## config.mk

```make
export PLATFORM = sky130hd
export DESIGN_NAME = uart_rx_oversampled
export DESIGN_NICKNAME = d
export VERILOG_FILES = /design/src/rtl/uart_rx_oversampled.sv
export SDC_FILE = /design/constraint.sdc
export NUM_CORES = 1
export LEC_CHECK = 0
export ABC_AREA = 0
export CORE_MARGIN = 5
export CORE_UTILIZATION = 26
export DETAILED_ROUTE_END_ITERATION = 6
export HOLD_SLACK_MARGIN = 0.03
export SLEW_MARGIN = 20
export SYNTH_ARGS = -nofsm -noshare
export SYNTH_HDL_FRONTEND = slang
export SYNTH_SLANG_ARGS = --single-unit
export TNS_END_PERCENT = 1
```

## constraint.sdc

```tcl
create_clock -name clk -period 1.7 [get_ports clk]
set_input_delay 0.34 -clock clk [delete_from_list [all_inputs] [get_ports clk]]
set_output_delay 0.34 -clock clk [all_outputs]
set_load 0.01 [all_outputs]
```

## src/rtl/uart_rx_oversampled.sv

```systemverilog
// ----------------------------------------------------------------------------
// uart_rx_oversampled
//
// Purpose:
//   Serial UART receiver. Each clk cycle is one oversample tick; a bit lasts
//   OVERSAMPLE ticks. Frame: start(0), DATA_BITS data bits LSB first, optional
//   parity bit, two stop bits(1), line idles high. Each received frame is
//   presented as a one-cycle dv pulse together with the byte and its
//   parity/frame error flags; those outputs then hold until the next dv.
//
// Ports:
//   clk            in   1          system clock, OVERSAMPLE x bit rate
//   rst            in   1          synchronous, active-high reset
//   in             in   1          asynchronous serial line, idle high
//   parity_config  in   2          [1]=parity present, [0]=1 odd / 0 even;
//                                  captured when a start edge is detected
//   data           out  DATA_BITS  last received byte, held until next dv
//   dv             out  1          one-cycle pulse, data/flags valid
//   parity_error   out  1          parity mismatch on last frame
//   frame_error    out  1          a stop bit was sampled low on last frame
//   busy           out  1          receiver is not idle
//   state_dbg      out  3          current receiver state (debug observation)
//
// Handshake: dv is a pure strobe with no back-pressure. The byte and flags
// are guaranteed stable in the dv cycle and in every cycle after it until
// the next dv pulse; a consumer that misses the pulse still sees the value.
// ----------------------------------------------------------------------------
module uart_rx_oversampled #(
    parameter int OVERSAMPLE = 16,
    parameter int DATA_BITS  = 8
) (
    input  logic                 clk,
    input  logic                 rst,
    input  logic                 in,
    input  logic [1:0]           parity_config,
    output logic [DATA_BITS-1:0] data,
    output logic                 dv,
    output logic                 parity_error,
    output logic                 frame_error,
    output logic                 busy,
    output logic [2:0]           state_dbg
);

    localparam int TW = $clog2(OVERSAMPLE);
    localparam int BW = $clog2(DATA_BITS);

    // Start bit is confirmed half a bit after the edge; from then on every
    // full bit period lands in the middle of the next bit.
    localparam logic [TW-1:0] TICK_MID  = TW'(OVERSAMPLE / 2 - 1);
    localparam logic [TW-1:0] TICK_LAST = TW'(OVERSAMPLE - 1);
    localparam logic [BW-1:0] BIT_LAST  = BW'(DATA_BITS - 1);

    typedef enum logic [2:0] {
        ST_IDLE   = 3'd0,
        ST_START  = 3'd1,
        ST_DATA   = 3'd2,
        ST_PARITY = 3'd3,
        ST_STOP1  = 3'd4,
        ST_STOP2  = 3'd5
    } state_t;

    state_t               state_q, state_d;
    logic                 sync1_q, sync1_d;
    logic                 sync2_q, sync2_d;
    logic                 armed_q, armed_d;
    logic [TW-1:0]        tick_q, tick_d;
    logic [BW-1:0]        bit_q, bit_d;
    logic [1:0]           cfg_q, cfg_d;
    logic [DATA_BITS-1:0] shift_q, shift_d;
    logic                 stop_bad_q, stop_bad_d;
    logic                 par_bad_q, par_bad_d;
    logic [DATA_BITS-1:0] data_q, data_d;
    logic                 dv_q, dv_d;
    logic                 parity_error_q, parity_error_d;
    logic                 frame_error_q, frame_error_d;
    logic                 busy_q, busy_d;

    logic s_in;
    logic tick_last;

    assign s_in      = sync2_q;
    assign tick_last = (tick_q == TICK_LAST);

    always_comb begin
        sync1_d        = in;
        sync2_d        = sync1_q;
        state_d        = state_q;
        armed_d        = armed_q;
        tick_d         = tick_q;
        bit_d          = bit_q;
        cfg_d          = cfg_q;
        shift_d        = shift_q;
        stop_bad_d     = stop_bad_q;
        par_bad_d      = par_bad_q;
        data_d         = data_q;
        dv_d           = 1'b0;
        parity_error_d = parity_error_q;
        frame_error_d  = frame_error_q;

        unique case (state_q)
            ST_IDLE: begin
                // Only a high-to-low transition counts as a start edge, so a
                // line stuck low after a break cannot spawn another frame.
                if (s_in) begin
                    armed_d = 1'b1;
                end
                if (armed_q && !s_in) begin
                    state_d = ST_START;
                    armed_d = 1'b0;
                    tick_d  = '0;
                    cfg_d   = parity_config;
                end
            end

            ST_START: begin
                tick_d = tick_q + TW'(1);
                if (tick_q == TICK_MID) begin
                    tick_d = '0;
                    if (s_in) begin
                        state_d = ST_IDLE;  // glitch: too short to be a start bit
                    end else begin
                        state_d = ST_DATA;
                        bit_d   = '0;
                    end
                end
            end

            ST_DATA: begin
                tick_d = tick_last ? '0 : tick_q + TW'(1);
                if (tick_last) begin
                    shift_d = {s_in, shift_q[DATA_BITS-1:1]};
                    bit_d   = bit_q + BW'(1);
                    if (bit_q == BIT_LAST) begin
                        state_d    = cfg_q[1] ? ST_PARITY : ST_STOP1;
                        stop_bad_d = 1'b0;
                        par_bad_d  = 1'b0;
                    end
                end
            end

            ST_PARITY: begin
                tick_d = tick_last ? '0 : tick_q + TW'(1);
                if (tick_last) begin
                    // XOR over data and parity bit must equal 1 for odd, 0 for even.
                    par_bad_d = ((^shift_q) ^ s_in) != cfg_q[0];
                    state_d   = ST_STOP1;
                end
            end

            ST_STOP1: begin
                tick_d = tick_last ? '0 : tick_q + TW'(1);
                if (tick_last) begin
                    stop_bad_d = !s_in;
                    state_d    = ST_STOP2;
                end
            end

            ST_STOP2: begin
                tick_d = tick_last ? '0 : tick_q + TW'(1);
                if (tick_last) begin
                    dv_d           = 1'b1;
                    data_d         = shift_q;
                    parity_error_d = par_bad_q;
                    frame_error_d  = stop_bad_q | !s_in;
                    state_d        = ST_IDLE;
                end
            end

            default: begin
                state_d = ST_IDLE;
            end
        endcase

        busy_d = (state_d != ST_IDLE);
    end

    always_ff @(posedge clk) begin
        if (rst) begin
            sync1_q        <= 1'b1;
            sync2_q        <= 1'b1;
            state_q        <= ST_IDLE;
            armed_q        <= 1'b0;
            tick_q         <= '0;
            bit_q          <= '0;
            cfg_q          <= '0;
            shift_q        <= '0;
            stop_bad_q     <= 1'b0;
            par_bad_q      <= 1'b0;
            data_q         <= '0;
            dv_q           <= 1'b0;
            parity_error_q <= 1'b0;
            frame_error_q  <= 1'b0;
            busy_q         <= 1'b0;
        end else begin
            sync1_q        <= sync1_d;
            sync2_q        <= sync2_d;
            state_q        <= state_d;
            armed_q        <= armed_d;
            tick_q         <= tick_d;
            bit_q          <= bit_d;
            cfg_q          <= cfg_d;
            shift_q        <= shift_d;
            stop_bad_q     <= stop_bad_d;
            par_bad_q      <= par_bad_d;
            data_q         <= data_d;
            dv_q           <= dv_d;
            parity_error_q <= parity_error_d;
            frame_error_q  <= frame_error_d;
            busy_q         <= busy_d;
        end
    end

    assign data         = data_q;
    assign dv           = dv_q;
    assign parity_error = parity_error_q;
    assign frame_error  = frame_error_q;
    assign busy         = busy_q;
    assign state_dbg    = state_q;

endmodule

```

==> flow_metrics.tcl <==
set metrics [dict create \
    initial_utilization 0.268 \
    relSlewSlack 0.721 \
    setup_viol 0 \
    yosysUniqueCellTypes 35 \
    core_area_sq_um 5960 \
    yosysWarnings 0 \
    worst-setup-path-type "reg2reg" \
    port-buffer-count 19 \
    io_pins 20 \
    fill_cells 630 \
    grt_pass1_vias 1234 \
    drive_gt1_frac 0.188 \
    place_congestion 0.851 \
    p_leak_nw 0.728 \
    rsz0062_at_grt "true" \
    cts_made_buffers 5 \
    synth_common_cells "dfxtp_1 (37), nor2_1 (24), nand2_1 (22)" \
    slowest_delay_ns 0.36 \
    synthesis.instances 174 \
    synth_seq_cells 37 \
    antenna_found_initial 0 \
    grt_overflow_total 0 \
    cts_tree "yes" \
    post-route-drc-count 0 \
    avgSynthCellArea_sq_um 9.17 \
    synthTopCellsByArea "dfxtp_1 (46%), mux2i_1 (8.2%), nor2_1 (5.6%), nand2_1 (5.2%), a21oi_1 (4.1%)" \
    diodes 0 \
    dieWidth_um 88.3 \
    cp_top_family "simple AND/OR/NAND/NOR gates" \
    clk_pin_slew_worst_paths_ns 0.08 \
    dr.pass1.iters 4 \
    slowest_stage "or3_1" \
    arrival_ns 1.82 \
    synth-simple-area-share 0.231 \
    vias 1304 \
    via_per_inst 4.62 \
    hp-class "reg2reg" \
    drv_slew 0 \
    track_usage 0.0975 \
    skew_ns 0.00531 \
    synth_xor_area_frac 0.0580 \
    fin_nets 214 \
    cp_max_fo 3 \
    cts.htree.levels 2 \
    synth_compound_area_frac 0.0949 \
    yosys.area_share.adder 0.0235 \
    critPathLaunchType "register" \
    synth_edf_count 0 \
    die-height_um 88.3 \
    clkLatencyLatePin_ns 0.29 \
    root_buffer "clkbuf_8" \
    synth_top_family_by_area "simple AND/OR/NAND/NOR gates" \
    synthMuxAreaShare 0.0886 \
    yosysMostFrequentCell "dfxtp_1" \
    ant_nets 0 \
    netlist_area_sq_um 1600 \
    rows 28 \
    clock-sinks 37 \
    tightest_slew_ns 0.415 \
    ys_seq_area_frac 0.464 \
    power_density_nw_per_um2 827 \
    design_area_sq_um 2060 \
    synth.largest_area_cell "dfxtp_1" \
    async_flop_share 0 \
    tns_ns 0 \
    post_drt_wl_per_cell_um 12.0 \
    yosysTopAreaCellShare 0.464 \
    grt_max_degree 28 \
    hold_viol_final 0 \
    worst_ep_required_time_ns 1.88 \
    cp_num_buf_inv 0 \
    routed_wl_um 3390 \
    max-cap-violations 0 \
    fmax_ghz 0.610 \
    clockBufferDepth 2 \
    fin_crit_ns 1.64 \
    path_cells "ha_1 > ha_1 > nor2b_2 > nor2_1 > or3_1 > a21oi_1 > or3_1" \
    place_area_sq_um 1910 \
    ir_worst_vdd_mv 0.475 \
    finalCritPeriodShare 0.964 \
    die_area_sq_um 7800 \
    grt_pass1_wl_um 5780 \
    crit_path_end_kind "register" \
    hpwl_um 2400 \
    ys.flop_type "dfxtp_1" \
    area_delta_synth_final_pct 29.0 \
    detail_route.iter0.violations 74 \
    synth_nets 182 \
    status "finished, final reports clean" \
    ctsHoldBuffers 0 \
    final_util 0.346 \
]
-- cells by family after synthesis --
kind of cell | after synthesis
AO/OA/AOI/OAI | 24
XOR/XNOR | 9
adder cells (fa/ha/maj) | 3
buffers and inverters | 10
flip-flops | 37
multiplexers | 14
AND/OR/NAND/NOR | 77
-- worst register-to-register path: stages, from the launching register on --
cell,delay [ns]
dfxtp_1,0.32
ha_1,0.19
ha_1,0.22
nor2b_2,0.18
nor2_1,0.08
or3_1,0.11
a21oi_1,0.07
or3_1,0.36
-- worst paths after layout --
kind,startpoint,end,slack [ns],depth (start not counted)
min,sync1_q,s_in,0.41,1
max reg2reg,bit_q[0],busy,0.06,7
max,bit_q[0],busy,0.06,7
min reg2reg,sync1_q,s_in,0.41,1
-- per-stage QoR --
stage | setup slack [ns] | std cells | total power (W) | hold WS, ns
3_3_place_gp | 0.0655 | 271 | 0.000962 | 0.391
3_5_place_dp | 0.0454 | 271 | 0.000962 | 0.399
5_1_grt | -0.0155 | 282 | 0.00178 | 0.428
6_report | 0.0606 | 282 | 0.00170 | 0.413
2_1_floorplan | 0.0523 | 174 | 0.000939 | 0.389
4_1_cts | 0.0339 | 279 | 0.00173 | 0.414
-- registers in the layout (all words and copies together) (netlist names) --
signal and cells:
sync1_q 1, busy 1, armed_q 1, frame_error 1, bit_q 3, parity_error 1
dv 1, tick_q 4, state_dbg 3, shift_q 8, cfg_q 2, stop_bad_q 1
data 8, par_bad_q 1, s_in 1
-- layer usage --
metal,share of wire,wire (um),track usage
met1,0.49,1660,0.129
met2,0.43,1450,0.138
met3,0.055,187,0.0298
met4,0.026,89,0.0591
met5,0,0,0
-- placed cells by master (no fill, tap or decap), drive strengths merged --
cell and instances:
nor2 24, nand2 22, xnor3 1, o211ai 1
a41oi 1, nand3 6, and2 1, dlygate4sd2 1
dfxtp 37, nand2b 5, nor3 4, nor4 1
inv 1, a31oi 3, mux2 1, or3b 1
bufinv 1, nor2b 1, buf 15, a22oi 1
xnor2 6, mux2i 13, a21oi 14, nand4 4
or3 5, a31o 1, nand3b 1, ha 3
clkdlybuf4s50 18, o21ai 2, xor2 2, or2 2
clkbuf 6, a311oi 1, clkinv 1
-- what timing repair did --
| item | in CTS | in global routing |
|---|---|---|
| gates resized for setup | 4 | 7 |
| hold endpoints to repair | 0 | 0 |
| buffers inserted | 0 | 3 |
| pin swaps | 0 | 3 |
| setup endpoints to repair | 3 | 16 |
-- power breakdown --
group	internal (W)	leakage [nW]	switching (W)
logic	0.0000306	0.371	0.0000320
registers	0.000874	0.302	0.00000514
clock network	0.000440	0.0554	0.000320
total	0.00134	0.728	0.000357
-- area by class of cell --
class / instances / area (sq um) / share of cell area
Multi-Input combinational cell: 127 / 800 / 0.388
Sequential cell: 37 / 748 / 0.364
Timing Repair Buffer: 34 / 302 / 0.147
Tap cell: 75 / 93.8 / 0.0456
Clock buffer: 6 / 72.6 / 0.0353
Clock inverter: 2 / 38.8 / 0.0188
Inverter: 1 / 3.75 / 0.00182
Note: power is estimated with default switching activity, not from simulation.
